<file path="config.mk">
export PLATFORM = sky130hd
export DESIGN_NAME = res_mem_arbiter
export DESIGN_NICKNAME = d
export VERILOG_FILES = /design/src/rtl/res_mem_arbiter_pkg.sv /design/src/rtl/res_mem_arbiter.sv
export SDC_FILE = /design/constraint.sdc
export NUM_CORES = 1
export LEC_CHECK = 0
export CAP_MARGIN = 40
export CORE_AREA = 2 2 69 71
export CTS_BUF_LIST = sky130_fd_sc_hd__clkbuf_8 sky130_fd_sc_hd__clkbuf_16
export DETAILED_ROUTE_END_ITERATION = 12
export DIE_AREA = 0 0 71 73
export PLACE_DENSITY = 0.85
export SYNTH_ARGS = -nofsm -noshare
export SYNTH_HDL_FRONTEND = slang
export SYNTH_SLANG_ARGS = --single-unit
</file>
<file path="constraint.sdc">
create_clock -name clk -period 1.79 [get_ports clk]
set_input_delay 0.179 -clock clk [delete_from_list [all_inputs] [get_ports clk]]
set_output_delay 0.179 -clock clk [all_outputs]
set_load 0.05 [all_outputs]
</file>
<file path="src/rtl/res_mem_arbiter_pkg.sv">
// Shared definitions for the two-port resource memory arbiter.
//   ADDR_W  : word address width of the shared memory
//   DATA_W  : data width of the shared memory
//   state_e : arbiter ownership state (IDLE, OWN0, OWN1)
package res_mem_arbiter_pkg;

   localparam int ADDR_W = 14;
   localparam int DATA_W = 8;

   typedef enum logic [1:0] {
      IDLE = 2'd0,
      OWN0 = 2'd1,
      OWN1 = 2'd2
   } state_e;

endpackage

</file>
<file path="src/rtl/res_mem_arbiter.sv">
// Two-requester arbiter in front of a single-port memory.
// Ownership moves between requesters with lock support, tie-break against the
// last owner and a burst limit that forces handover to a waiting peer.
// Ports:
//   clk, reset             : clock, asynchronous active-low reset
//   req0/1, lock0/1        : transfer request / keep-ownership hold
//   wr0/1, addr0/1, wdata0/1 : per-requester transfer description
//   gnt0/1                 : transfer of that requester happens this cycle
//   rdata0/1, rvalid0/1    : registered read return, one-cycle valid pulse
//   res_wr, res_rd, res_addr, res_do, res_di : memory side
//   busy                   : arbiter is not idle
module res_mem_arbiter
   import res_mem_arbiter_pkg::*;
#(
   parameter int MAX_BURST = 16
) (
   input  logic              clk,
   input  logic              reset,
   input  logic              req0,
   input  logic              req1,
   input  logic              lock0,
   input  logic              lock1,
   input  logic              wr0,
   input  logic              wr1,
   input  logic [ADDR_W-1:0] addr0,
   input  logic [ADDR_W-1:0] addr1,
   input  logic [DATA_W-1:0] wdata0,
   input  logic [DATA_W-1:0] wdata1,
   output logic              gnt0,
   output logic              gnt1,
   output logic [DATA_W-1:0] rdata0,
   output logic [DATA_W-1:0] rdata1,
   output logic              rvalid0,
   output logic              rvalid1,
   output logic              res_wr,
   output logic              res_rd,
   output logic [ADDR_W-1:0] res_addr,
   output logic [DATA_W-1:0] res_do,
   input  logic [DATA_W-1:0] res_di,
   output logic              busy
);

   localparam int              CNT_W   = (MAX_BURST > 1) ? $clog2(MAX_BURST) : 1;
   localparam logic [CNT_W-1:0] CNT_MAX = CNT_W'(MAX_BURST - 1);

   state_e           state;
   state_e           next_state;
   logic             last_owner;
   logic [CNT_W-1:0] burst_cnt;

   // Ownership decision. From IDLE a tie goes to whoever did not own last.
   // An owner keeps the resource while locked; otherwise it hands over
   // directly when it stops requesting, or after its burst quota while the
   // peer is waiting.
   function automatic state_e next_owner(input state_e cur,
                                         input logic r0, input logic r1,
                                         input logic l0, input logic l1,
                                         input logic burst_max,
                                         input logic last);
      state_e nxt;
      nxt = cur;
      case (cur)
         IDLE: begin
            if (r0 && r1)  nxt = last ? OWN0 : OWN1;
            else if (r0)   nxt = OWN0;
            else if (r1)   nxt = OWN1;
            else           nxt = IDLE;
         end
         OWN0: begin
            if (l0)                   nxt = OWN0;
            else if (!r0)             nxt = r1 ? OWN1 : IDLE;
            else if (r1 && burst_max) nxt = OWN1;
            else                      nxt = OWN0;
         end
         OWN1: begin
            if (l1)                   nxt = OWN1;
            else if (!r1)             nxt = r0 ? OWN0 : IDLE;
            else if (r0 && burst_max) nxt = OWN0;
            else                      nxt = OWN1;
         end
         default: nxt = IDLE;
      endcase
      return nxt;
   endfunction

   // State register
   always_ff @(posedge clk or negedge reset) begin
      if (!reset) state <= IDLE;
      else        state <= next_state;
   end

   // Next-state logic
   always_comb begin
      next_state = next_owner(state, req0, req1, lock0, lock1,
                              burst_cnt == CNT_MAX, last_owner);
   end

   // Output logic: grants and memory strobes are purely combinational so a
   // transfer happens in the same cycle its grant is visible.
   always_comb begin
      gnt0     = (state == OWN0) && req0;
      gnt1     = (state == OWN1) && req1;
      res_wr   = 1'b0;
      res_rd   = 1'b0;
      res_addr = '0;
      res_do   = '0;
      if (gnt0) begin
         res_wr   = wr0;
         res_rd   = !wr0;
         res_addr = addr0;
         res_do   = wr0 ? wdata0 : '0;
      end else if (gnt1) begin
         res_wr   = wr1;
         res_rd   = !wr1;
         res_addr = addr1;
         res_do   = wr1 ? wdata1 : '0;
      end
      busy = (state != IDLE);
   end

   // Burst counter restarts with every ownership change; it saturates so a
   // locked owner simply sits at the limit until it lets go.
   always_ff @(posedge clk or negedge reset) begin
      if (!reset) begin
         burst_cnt  <= '0;
         last_owner <= 1'b1;
      end else begin
         if (next_state != state)
            burst_cnt <= '0;
         else if ((gnt0 || gnt1) && (burst_cnt != CNT_MAX))
            burst_cnt <= burst_cnt + CNT_W'(1);

         if (next_state == OWN0 && state != OWN0) last_owner <= 1'b0;
         if (next_state == OWN1 && state != OWN1) last_owner <= 1'b1;
      end
   end

   // Read return: memory data is valid alongside the read strobe, so it is
   // captured at the end of the granted cycle and presented one cycle later.
   always_ff @(posedge clk or negedge reset) begin
      if (!reset) begin
         rdata0  <= '0;
         rdata1  <= '0;
         rvalid0 <= 1'b0;
         rvalid1 <= 1'b0;
      end else begin
         rvalid0 <= gnt0 && !wr0;
         rvalid1 <= gnt1 && !wr1;
         if (gnt0 && !wr0) rdata0 <= res_di;
         if (gnt1 && !wr1) rdata1 <= res_di;
      end
   end

endmodule

</file>
==> results.txt <==
* Worst-case clock buffer depth: 2
- Proportion of layout cells with a drive suffix above 1: 0.370
- Min cycle time layout: 1770 ps
- Total I/O pin count: 105
* Number of instances in the synthesized netlist: 134
- For the worst flop-to-flop path, the logic depth is 5.
* Wire length on met2: 2.37 mm
- Clock tree skew after final layout: 2.42 ps
- Nets in the synthesized netlist: 195
* Layout overhead on the synthesized area: 103%
- Leakage power of the design: 1.30 nW
* Critical Path Sink Type: output pin
- 0 antenna diodes ended up in the layout.
- Measured along the x axis, the die boundary spans 71 µm.
- Remaining max-slew budget at the tightest pin: 0.653
* Pre-Repair DR Iteration Count: 4
- Critical-path cell with the highest stage delay: dfrtp_2
- Outcome: finished, final reports clean
- Summing over every cut layer, the via total after detailed routing is 1585.
- Layout filler cell count: 305
* Met1 routed wirelength after detailed routing: 1.86 mm
- Final setup violating endpoints: 0
- For the pin with the worst max-slew slack, the measured transition is 518 ps.
* Effective utilization at floorplan: 0.335
* Worst setup slack after layout: 16.3 ps
* Synth cell count leaders: dfrtp_1, a22o_1, mux2_2
- Worst reg2reg endpoint: burst_cnt[0]
* Quantity of hold-fixing buffers added after cts: 0
- Once detail routing completed, the nets flagged for antenna violations numbered 0.
- At the end of routability-driven placement, the weighted congestion stood at 0.928.
- Detail-routed via count per cell: 5.28
* Vias in the first global route: 1667
- Level count of the clock H-tree: 1
- For the worst setup path, the data arrival time is 1590 ps.
- Hold Violations, Final: 0
- Summed over all instances, the cell type with the most area after synthesis is dfrtp_1.
* Area share of the leading cell type in the synthesized netlist: 0.395
- The share of the Yosys chip area taken by registers is 0.413.
- Clk Latency, worst-skew pair: 270 ps
- Number of antenna violations at the first check in global routing: 0
* Worst path cell trace: and3b_2 -> and2_4 -> a22o_1 -> buf_12
- In the routed design, unresolved DRC markers number 0.
- Clock buffer count from CTS: 3
- In the finished design, the share of the clock period the worst path needs comes to 0.991.
- Unique masters post-synth: 42
- Reg2reg setup slack: 90 ps
- Static timing analysis puts the maximum clock frequency at 564 MHz.
* Clock slew seen by the registers of the worst setup and hold paths: 90 ps
- The detailed router used layers up to and including met4.
- The worst register-to-register path begins at state[0].
* Clk sink count: 25
- Maximum fanout encountered on the critical timing path: 7
- Share of flip-flops with an asynchronous set or reset: 1.00
- A synthesized cell averages 11.3 µm².
- Clock Root Buffer: clkbuf_8
- Core area: 4540 µm²
* Congestion Overflow GR: 0
* Tot Pwr: 4.60 mW
- Setup slack at placement: -135 ps
- Synth warnings: 0
- For this block, the initial DRC count from the detailed router was 25.
- Utilization after layout: 0.680
- Yosys mapped a number of flops with a built-in enable equal to 0.
* First-pass GRT wire length: 7.52 mm
- Total Negative Setup Slacks: 0 ps
- TritonCTS built the clock tree.
- Wires add up to 4.84 mm.
- Summing every instance area after synthesis gives 1520 µm².
- Critical path required time: 1610 ps
* Worst vdd rail ir drop: 1.20 mV
- Main area contributors after synthesis: dfrtp_1, a22o_1, mux2_2
* Number of synthesized register bits: 25
- At the end of the flow, the number of nets in the layout was 308.
- In the synthesized netlist the dominant register cell turns out to be dfrtp_1.
* Number of max-cap violations: 0
* Slew Limit Fails: 0
- Hold_ws: 262 ps
* Kind of start point of the critical path: register
- Leading cell type by number of instances after synthesis: dfrtp_1
- Number of buffer cells added on primary ports: 104
- The worst setup path is of the reg2out kind.
- For this run, the slowest stage of the critical path takes 470 ps.
* Site Rows: 25
* Sum of net half-perimeters after detailed placement: 3.83 mm
* Die height: 73 µm
- Wire length per cell after detailed routing: 16.1 µm
* Hold/Removal Path Class: in2async
- Across every metal layer, demand over resource in global routing totals 0.180.
- Floorplan die area: 5180 µm²
- Dividing total power by cell area gives a power density of 1490 nW/µm².
- Setup repair after global routing missed its margin: true
* Pin count of the biggest net entering global routing: 26
- The routed design uses 520 µm of met3 wire.
## stage by stage
stage               instance area [µm²]  cells
detailed placement                 2950    294
finish                             3080    300
global route                       3080    300
global placement                   2950    294
floorplan                          1530    134
CTS                                3030    300
## cells in the final DEF (no fill, tap or decap), drive strengths merged, types with 2 or more instances in the layout
cell type / netlist / routed
clkdlybuf4s50: 0 / 76
mux2i: 3 / 3
buf: 7 / 39
and2: 2 / 3
and3b: 2 / 2
a22o: 22 / 22
nor2: 2 / 2
nand2: 3 / 3
a2111oi: 5 / 5
o211ai: 2 / 2
dfrtp: 24 / 24
inv: 5 / 6
o21ai: 6 / 6
mux2: 16 / 16
and3: 2 / 2
nand2b: 6 / 6
a21oi: 4 / 4
nor3: 2 / 2
or2: 2 / 2
xor2: 2 / 2
clkbuf: 2 / 3
## sequential cells by signal (all words and copies together), names as in the netlist
signal,count
burst_cnt,4
last_owner,1
rvalid1,1
rvalid0,1
rdata0,8
state,2
rdata1,8
## kinds of logic after synthesis
family                     count (synthesis)  synth area share
AOI/OAI and AO/OA                         48             0.262
xor gates and xnor gates                   2            0.0115
adders and majority gates                  1           0.00824
buffers and inverters                     14            0.0511
DFF                                       25             0.413
muxes                                     19             0.138
and+or+nand+nor                           25             0.116
## power breakdown
part	internal, mW	switching (mW)	leakage (nW)
Combinational	1.45	1.85	0.960
Clock	0.154	0.176	0.0269
Sequential	0.808	0.158	0.308
Total	2.41	2.19	1.30
## what timing repair did
action                                  4_1_cts  5_1_grt
pin swaps                                     4        3
endpoints found under the setup margin       23       22
buffers inserted                              1        0
gates cloned                                  1        0
gates resized for setup                      13       11
## cell type report
cell class	instances	area, µm²	area share
clock buffers	3	41.3	0.0134
flip-flops and latches	25	629	0.204
clock inverters	1	3.75	0.00122
repair buffers	116	1430	0.463
well taps	54	67.6	0.0219
inverters	5	21.3	0.00690
multi-input cells	96	892	0.289
## worst max path at each step
stage	depth (start not counted)	slack (ps)	startpoint	to
floorplan	5	30	state[0]	res_do[0]
global placement	6	-10	req0	burst_cnt[0]
detailed placement	6	-140	req0	burst_cnt[0]
CTS	5	-7	state[1]	res_rd
global route	4	-30	state[0]	res_addr[3]
finish	4	20	state[1]	res_do[1]
## metal layers
metal  up-vias  track usage
met5         -            0
met4         0       0.0650
met3        10       0.0594
met2        98        0.316
met1       733        0.204
li1        744            -
## critical path: cells and delay by family, from the launching register on
kind	cells	cell delay (ps)
flops	1	470
compound gates	1	260
simple gates	2	430
buf+inv	1	160
No activity file was read; power rests on OpenSTA's default activity.
